<file path="config.mk">
export PLATFORM = sky130hd
export DESIGN_NAME = decoder_6b5b
export DESIGN_NICKNAME = d
export VERILOG_FILES = /design/src/rtl/decoder_6b5b.sv
export SDC_FILE = /design/constraint.sdc
export NUM_CORES = 1
export LEC_CHECK = 0
export ABC_AREA = 1
export CAP_MARGIN = 20
export CORE_ASPECT_RATIO = 0.75
export CORE_MARGIN = 2
export CORE_UTILIZATION = 53
export CTS_CLUSTER_DIAMETER = 100
export DETAILED_ROUTE_END_ITERATION = 16
export GPL_TIMING_DRIVEN = 0
export PLACE_DENSITY = 0.88
export SLEW_MARGIN = 30
export SYNTH_ARGS = -nofsm -noshare
export SYNTH_HDL_FRONTEND = slang
export SYNTH_SLANG_ARGS = --single-unit
</file>
<file path="constraint.sdc">
create_clock -name SBYTECLK -period 3.4 [get_ports SBYTECLK]
set_input_delay 0.68 -clock SBYTECLK [delete_from_list [all_inputs] [get_ports SBYTECLK]]
set_output_delay 0.68 -clock SBYTECLK [all_outputs]
set_load 0.05 [all_outputs]
</file>
<file path="src/rtl/decoder_6b5b.sv">
// rtl/decoder_6b5b.sv - 6b/5b sub-block decoder with running disparity; error counter under DECODER_6B5B_ERR_CNT_EN
module decoder_6b5b #(
    parameter logic RD_INIT = 1'b0,
    parameter int   CNT_W   = 8
) (
    input  logic             SBYTECLK,
    input  logic             RESET_N,
    input  logic             IN_VALID,
    input  logic             a,
    input  logic             b,
    input  logic             c,
    input  logic             d,
    input  logic             e,
    input  logic             i,
    input  logic             RD_LOAD,
    input  logic             RD_VALUE,
    output logic             A,
    output logic             B,
    output logic             C,
    output logic             D,
    output logic             E,
    output logic             K28,
    output logic             OUT_VALID,
    output logic             CODE_ERR,
    output logic             DISP_ERR,
    output logic             RD_OUT,
    output logic [CNT_W-1:0] ERR_CNT
);

    logic [5:0] s1_code;
    logic       s1_valid;
    logic       rd;

    logic       rd_cur;
    logic [2:0] n1;
    logic [4:0] dec_data;
    logic       dec_hit;
    logic       dec_k;
    logic       disp_err_c;
    logic       rd_next;

    always_ff @(posedge SBYTECLK or negedge RESET_N) begin
        if (!RESET_N) begin
            s1_code  <= '0;
            s1_valid <= 1'b0;
        end else begin
            s1_code  <= {a, b, c, d, e, i};
            s1_valid <= IN_VALID;
        end
    end

    always_comb begin
        dec_hit  = 1'b1;
        dec_k    = 1'b0;
        dec_data = 5'd0;
        case (s1_code)
            6'b100111, 6'b011000: dec_data = 5'd0;
            6'b011101, 6'b100010: dec_data = 5'd1;
            6'b101101, 6'b010010: dec_data = 5'd2;
            6'b110001:            dec_data = 5'd3;
            6'b110101, 6'b001010: dec_data = 5'd4;
            6'b101001:            dec_data = 5'd5;
            6'b011001:            dec_data = 5'd6;
            6'b111000, 6'b000111: dec_data = 5'd7;
            6'b111001, 6'b000110: dec_data = 5'd8;
            6'b100101:            dec_data = 5'd9;
            6'b010101:            dec_data = 5'd10;
            6'b110100:            dec_data = 5'd11;
            6'b001101:            dec_data = 5'd12;
            6'b101100:            dec_data = 5'd13;
            6'b011100:            dec_data = 5'd14;
            6'b010111, 6'b101000: dec_data = 5'd15;
            6'b011011, 6'b100100: dec_data = 5'd16;
            6'b100011:            dec_data = 5'd17;
            6'b010011:            dec_data = 5'd18;
            6'b110010:            dec_data = 5'd19;
            6'b001011:            dec_data = 5'd20;
            6'b101010:            dec_data = 5'd21;
            6'b011010:            dec_data = 5'd22;
            6'b111010, 6'b000101: dec_data = 5'd23;
            6'b110011, 6'b001100: dec_data = 5'd24;
            6'b100110:            dec_data = 5'd25;
            6'b010110:            dec_data = 5'd26;
            6'b110110, 6'b001001: dec_data = 5'd27;
            6'b001110:            dec_data = 5'd28;
            6'b101110, 6'b010001: dec_data = 5'd29;
            6'b011110, 6'b100001: dec_data = 5'd30;
            6'b101011, 6'b010100: dec_data = 5'd31;
            6'b001111, 6'b110000: begin
                dec_data = 5'd28;
                dec_k    = 1'b1;
            end
            default:              dec_hit  = 1'b0;
        endcase
    end

    // A load arriving with a code in stage 2 supplies the RD that code is checked against.
    always_comb begin
        rd_cur     = RD_LOAD ? RD_VALUE : rd;
        n1         = 3'($countones(s1_code));
        disp_err_c = ((n1 == 3'd4) &&  rd_cur) ||
                     ((n1 == 3'd2) && !rd_cur) ||
                     ((s1_code == 6'b111000) &&  rd_cur) ||
                     ((s1_code == 6'b000111) && !rd_cur);
        if (n1 > 3'd3)
            rd_next = 1'b1;
        else if (n1 < 3'd3)
            rd_next = 1'b0;
        else
            rd_next = rd_cur;
    end

    always_ff @(posedge SBYTECLK or negedge RESET_N) begin
        if (!RESET_N) begin
            rd              <= RD_INIT;
            RD_OUT          <= 1'b0;
            {E, D, C, B, A} <= 5'd0;
            K28             <= 1'b0;
            OUT_VALID       <= 1'b0;
            CODE_ERR        <= 1'b0;
            DISP_ERR        <= 1'b0;
        end else begin
            OUT_VALID <= s1_valid;
            K28       <= s1_valid & dec_k;
            CODE_ERR  <= s1_valid & ~dec_hit;
            DISP_ERR  <= s1_valid & disp_err_c;
            if (s1_valid) begin
                {E, D, C, B, A} <= dec_data;
                rd              <= rd_next;
                RD_OUT          <= rd_next;
            end else begin
                rd <= rd_cur;
                if (RD_LOAD)
                    RD_OUT <= RD_VALUE;
            end
        end
    end

`ifdef DECODER_6B5B_ERR_CNT_EN
    logic [CNT_W-1:0] err_cnt;

    always_ff @(posedge SBYTECLK or negedge RESET_N) begin
        if (!RESET_N)
            err_cnt <= '0;
        else if (s1_valid && (!dec_hit || disp_err_c) && (err_cnt != '1))
            err_cnt <= err_cnt + 1'b1;
    end

    assign ERR_CNT = err_cnt;
`else
    assign ERR_CNT = '0;
`endif

endmodule
</file>
==> metrics.txt, run 1 <==
most frequent CP cell=fa_1; final core utilization=0.663; worst hold slack=0.426 ns; gpl congestion=0.940; setup TNS=0 ns; initial antenna violation count=0; Post-Synthesis Cell Area=0.00160 mm²; final setup fails=0; PD cells=355 mW/mm²; min cycle time layout=2.77 ns; via-per-instance ratio=5.16; PortBufs=20; Initial DRT Pass Iterations=7; Internal=0.000427 W; Fill cells=263; RSZ-0062 raised after global routing=false; Vert. Die Dim=51.6 µm; grt total ovfl=0; clock share of power=0.258; Req. time, crit path=3.59 ns; switching pwr=0.000260 W; Root Driver=clkbuf_8; Post-CTS Setup Repair Bufs=0; CP max stage cell=fa_1; Worst path top cell family by delay=adder cells; Post-DP HPWL=3200 µm; Final Hold Viols=0; layout cells sized above 1=0.104; core area=0.00291 mm²; # DRC=0; Distinct cells, synth=28; CTS tree=yes; Critical Path Max Stage Delay=0.55 ns; cts hold-fix bufs=0; area grow syn2layout=20.5%; vias in the first global route=1553; PostCTS Resize Cnt=0; CTS Buf Count=3; Fmax=0.361 GHz; final slew viol count=0; Worst Tran Pin Value=0.786 ns; critical path startpoint category=flop; via count=1683; First DRT Iteration DRCs=131; Die Area=0.00349 mm²; CP cell instances=fa_1 -> inv_1 -> fa_1 -> inv_1 -> ha_1 -> fa_1 -> o31ai_1 -> o21ai_0 -> a21oi_1; setup ws final=0.633 ns; num rows=17; Syn Area/Cell=6.24 µm²; final net count=308; Worst setup EP type=flop; Worst-Skew Late Latency=0.26 ns; Seq cells post-synth=18; critical path buffer and inverter count=2; Rel. slew slack=0.474; die span in x=67.5 µm; Routed Antenna Nets=0; largest net degree at the start of global routing=19; sequential area share after synthesis=0.281; Leak=1.09 nW; switching part of the total=0.379; Flop pwr share=0.364; Hold Path Class=flop to flop; CP arrival=2.96 ns; first-pass GRT wire length=6910 µm; Global Route Usage Sum=0.268; Initial Util=0.550; Synth warnings=0; period utilization=0.814; status=completed; Tot Pwr=0.000686 W; # diodes=0; critical path class=flop to flop; Ports=29; Clock Sinks=18; clk slew on worst S/H paths=0.07 ns; Crit Path Max Fanout=4; wire per inst=12.3 µm; Comb power frac=0.378; MaxCap Viol Count=0; CTS max path bufs=2; Max VDD drop=0.257 mV; clk_skew=0.00747 ns; setup slack at placement=0.653 ns; H-tree depth=1; Post-Syn Instances=257; detailed-route wire length=4030 µm
==> cell usage in the layout, fill, tap and decap left out, drive strengths merged, types with 3 or more instances in the layout <==
cell / count
nor2: 79
nand2: 63
nand3: 29
inv: 26
clkdlybuf4s50: 20
dfrtp: 18
buf: 12
conb: 8
o21ai: 7
a21oi: 5
ha: 5
clkbuf: 5
fa: 3
==> routing by layer <==
| metal | track usage | vias to the layer above | part of all wire |
|---|---|---|---|
| met5 | 0 | - | 0 |
| met4 | 0.0578 | 0 | 0.020 |
| met3 | 0.0584 | 14 | 0.092 |
| met2 | 0.433 | 84 | 0.45 |
| met1 | 0.370 | 741 | 0.44 |
| li1 | - | 844 | - |
==> cell usage after synthesis (all sizes together) <==
cell type,count,area share
or2,1,0.0039
o21ai,7,0.022
inv,26,0.061
conb,1,0.0023
o22ai,1,0.0039
nand4,1,0.0039
nand3,29,0.090
and2,1,0.0039
nand2,63,0.16
buf,12,0.058
clkbuf,1,0.0023
o31ai,1,0.0047
nand3b,1,0.0047
nor2,79,0.20
a21oi,5,0.016
ha,5,0.039
fa,3,0.037
a21boi,1,0.0047
dfrtp,18,0.28
nor3,1,0.0031
==> area by class of cell <==
type / instances / area (µm²) / share of cell area
well taps: 38 / 47.5 / 0.0246
plain buffers: 13 / 96.3 / 0.0498
flip-flops and latches: 18 / 450 / 0.233
inverters: 26 / 97.6 / 0.0505
repair buffers: 20 / 200 / 0.104
multi-input cells: 207 / 986 / 0.510
clock buffers: 4 / 55.1 / 0.0285
==> through the flow <==
stage / std cells / instance area, µm²
after floorplan: 264 / 1630
after global placement: 322 / 1880
after detailed placement: 322 / 1880
after CTS: 326 / 1930
after global routing: 326 / 1930
final: 326 / 1930
==> sequential cells by signal, summed over array words and instances, names as in the netlist <==
signal     cells
E              1
A              1
s1_code        6
DISP_ERR       1
D              1
K28            1
C              1
B              1
RD_OUT         1
OUT_VALID      1
CODE_ERR       1
rd             1
s1_valid       1
==> power by group through the flow <==
stage	clock network, W	registers, W	logic [W]
final	0.000177	0.000250	0.000260
after global routing	0.000191	0.000252	0.000283
after CTS	0.000178	0.000250	0.000258
after detailed placement	0	0.000254	0.000256
after global placement	0	0.000253	0.000252
after floorplan	0	0.000308	0.000127
==> logic make-up (layout without fill, tap and decap cells) <==
| logic type | count (synthesis) | count (layout) | synth area share |
|---|---|---|---|
| flip-flops | 18 | 18 | 0.281 |
| AND/OR/NAND/NOR | 176 | 176 | 0.469 |
| adder cells (fa/ha/maj) | 8 | 8 | 0.0764 |
| AO/OA/AOI/OAI | 15 | 15 | 0.0507 |
| other | 1 | 8 | 0.00234 |
| buffers and inverters | 39 | 63 | 0.121 |
==> final timing paths <==
kind / startpoint / to / slack, ns / depth (start not counted)
hold reg to reg: s1_valid / OUT_VALID / 0.43 / 0
hold / removal: s1_valid / OUT_VALID / 0.43 / 0
setup / recovery: s1_code[0] / DISP_ERR / 0.63 / 9
setup reg to reg: s1_code[0] / DISP_ERR / 0.63 / 9
max in group asynchronous: RESET_N / s1_code[0] / 2.03 / 1
min in group asynchronous: RESET_N / CODE_ERR / 0.87 / 1
(Power assumes the default switching activity.)
==> run 2: changes to the inputs <==
--- a/config.mk
+++ b/config.mk
@@ -9,11 +9,11 @@
 export CAP_MARGIN = 20
 export CORE_ASPECT_RATIO = 0.75
 export CORE_MARGIN = 2
-export CORE_UTILIZATION = 53
+export CORE_UTILIZATION = 47
 export CTS_CLUSTER_DIAMETER = 100
 export DETAILED_ROUTE_END_ITERATION = 16
 export GPL_TIMING_DRIVEN = 0
-export PLACE_DENSITY = 0.88
+export PLACE_DENSITY = 0.83
 export SLEW_MARGIN = 30
 export SYNTH_ARGS = -nofsm -noshare
 export SYNTH_HDL_FRONTEND = slang
==> constraint.sdc (replaced) <==
create_clock -name SBYTECLK -period 2.2 [get_ports SBYTECLK]
set_input_delay 0.44 -clock SBYTECLK [delete_from_list [all_inputs] [get_ports SBYTECLK]]
set_output_delay 0.44 -clock SBYTECLK [all_outputs]
set_load 0.05 [all_outputs]
==> run 2 against run 1 <==
Against the previous run: the flow now finishes with violations (negative setup slack); sequential cell count did not move; die area rose by 12%; clock power rose by 54%; largest cell class unchanged; largest power group unchanged; highest routed layer unchanged.
==> metrics.txt, run 2 (synthesized netlist as in run 1, its figures left out) <==
status=finished with violations (was completed); failing checks=negative setup slack; leading cell types in the layout, fill and taps excluded=nor2_1, nand2_1, nand3_1 (unchanged); via-per-instance ratio=4.93 (was 5.16); critical path class=flop to flop (unchanged); reg2reg path depth=9 (unchanged); Clock Sinks=18 (unchanged); Vert. Die Dim=54.6 µm (was 51.6 µm); Max VDD drop=0.354 mV (was 0.257 mV); grt total ovfl=0 (unchanged); area grow syn2layout=21.6% (was 20.5%); Final Hold Viols=0 (unchanged); final slew viol count=0 (unchanged); largest net degree at the start of global routing=19 (unchanged); Rel. slew slack=0.472 (was 0.474); final setup fails=3 (was 0); initial antenna violation count=0 (unchanged); commonest non-fill, non-tap cell in the layout=nor2_1 (unchanged); Hold Path Stages=0 (unchanged); Global Route Usage Sum=0.224 (was 0.268); worst r2r src=s1_code[3] (was s1_code[0]); critical path startpoint category=flop (unchanged); Fmax=0.375 GHz (was 0.361 GHz); Initial DRT Pass Iterations=4 (was 7); post-route cell area=0.00195 mm² (was 0.00193 mm²); # diodes=0 (unchanged); cts hold-fix bufs=0 (unchanged); H-tree depth=1 (unchanged); final net count=309 (was 308); placed cell area=0.00188 mm² (about the same); first-pass GRT wire length=6520 µm (was 6910 µm); Die Area=0.00390 mm² (was 0.00349 mm²); Leak=1.09 nW (about the same); Tot Pwr=0.00106 W (was 0.000686 W); wire per inst=12.2 µm (was 12.3 µm); CTS tree=yes (unchanged); CP arrival=2.85 ns (was 2.96 ns); Root Driver=clkbuf_8 (unchanged); layout cells sized above 1=0.118 (was 0.104); MaxCap Viol Count=0 (unchanged); # DRC=0 (unchanged); most flop-heavy register=s1_code (unchanged); Hold Path Class=flop to flop (unchanged); Worst-Skew Late Latency=0.26 ns (about the same); setup ws final=-0.468 ns (was 0.633 ns); vias in the first global route=1468 (was 1553); PortBufs=20 (unchanged); clk slew on worst S/H paths=0.07 ns (about the same); gpl congestion=0.969 (was 0.940); period utilization=1.21 (was 0.814); Worst Tran Pin Value=0.789 ns (was 0.786 ns); via count=1622 (was 1683); num rows=18 (was 17); Initial Util=0.491 (was 0.550); PD cells=545 mW/mm² (was 355 mW/mm²); Crit Path Max Fanout=3 (was 4); core area=0.00327 mm² (was 0.00291 mm²); CTS max path bufs=2 (unchanged); Critical Path Source=s1_code[3] (was s1_code[0]); First DRT Iteration DRCs=101 (was 131); die span in x=71.5 µm (was 67.5 µm); max reg flops=6 (unchanged); Ports=29 (unchanged); RSZ-0062 raised after global routing=true (was false); detailed-route wire length=4000 µm (was 4030 µm); Routed Antenna Nets=0 (unchanged); CTS Buf Count=3 (unchanged); Worst setup EP type=flop (unchanged); clk_skew=0.00553 ns (was 0.00747 ns); Req. time, crit path=2.39 ns (was 3.59 ns); HP Start=s1_valid (unchanged); min cycle time layout=2.67 ns (was 2.77 ns); Post-DP HPWL=3300 µm (was 3200 µm)
==> run 2: final timing paths <==
| path | end | slack, ns |
|---|---|---|
| max reg2reg | DISP_ERR | -0.47 |
| max | DISP_ERR | -0.47 |
| min in group asynchronous | E | 0.64 |
| min | OUT_VALID | 0.41 |
| max in group asynchronous | s1_code[1] | 1.06 |
| min reg2reg | OUT_VALID | 0.41 |
==> run 2: metal layers <==
metal / GRT usage / vias up / wire length, µm
met5: 0 / - / 0
met4: 0.0786 / 0 / 38
met3: 0.0460 / 4 / 314
met2: 0.369 / 63 / 1830
met1: 0.300 / 712 / 1820
li1: - / 843 / -
==> run 2: critical path, stage by stage, from the launching register on <==
cell,delay [ns]
dfrtp_1,0.40
fa_1,0.56
inv_2,0.04
fa_1,0.48
inv_1,0.04
ha_2,0.16
fa_1,0.48
o31ai_2,0.21
o21ai_1,0.10
a21oi_1,0.13
==> run 2: cell type report <==
class | count | area, µm²
flip-flops and latches | 18 | 450
multi-input cells | 207 | 993
repair buffers | 21 | 208
clock buffers | 4 | 55.1
plain buffers | 13 | 96.3
inverters | 26 | 97.6
fillers | 316 | 1320
well taps | 40 | 50.0
==> run 2: what timing repair did <==
item,4_1_cts,5_1_grt
gates resized for setup,1,2
setup endpoints to repair,3,3
cloned,0,0
buffers inserted,1,0
pin swaps,2,2
==> run 2: where the power goes <==
part / total, W / leakage (nW) / internal [W] / switching (W)
Combinational: 0.000406 / 0.839 / 0.000139 / 0.000266
Clock: 0.000272 / 0.0288 / 0.000159 / 0.000112
Sequential: 0.000387 / 0.221 / 0.000365 / 0.0000219
Total: 0.00106 / 1.09 / 0.000664 / 0.000400
==> run 2: metrics by stage <==
step	util	instances	setup TNS, ns	hold slack, ns	setup slack [ns]
floorplan	-	264	-0.888	0.144	-0.357
global placement	0.577	324	-1.21	0.394	-0.480
detailed placement	0.577	324	-1.29	0.398	-0.489
CTS	0.596	329	-1.36	0.414	-0.501
global route	0.597	329	-1.71	0.428	-0.622
finish	0.597	329	-1.30	0.412	-0.468
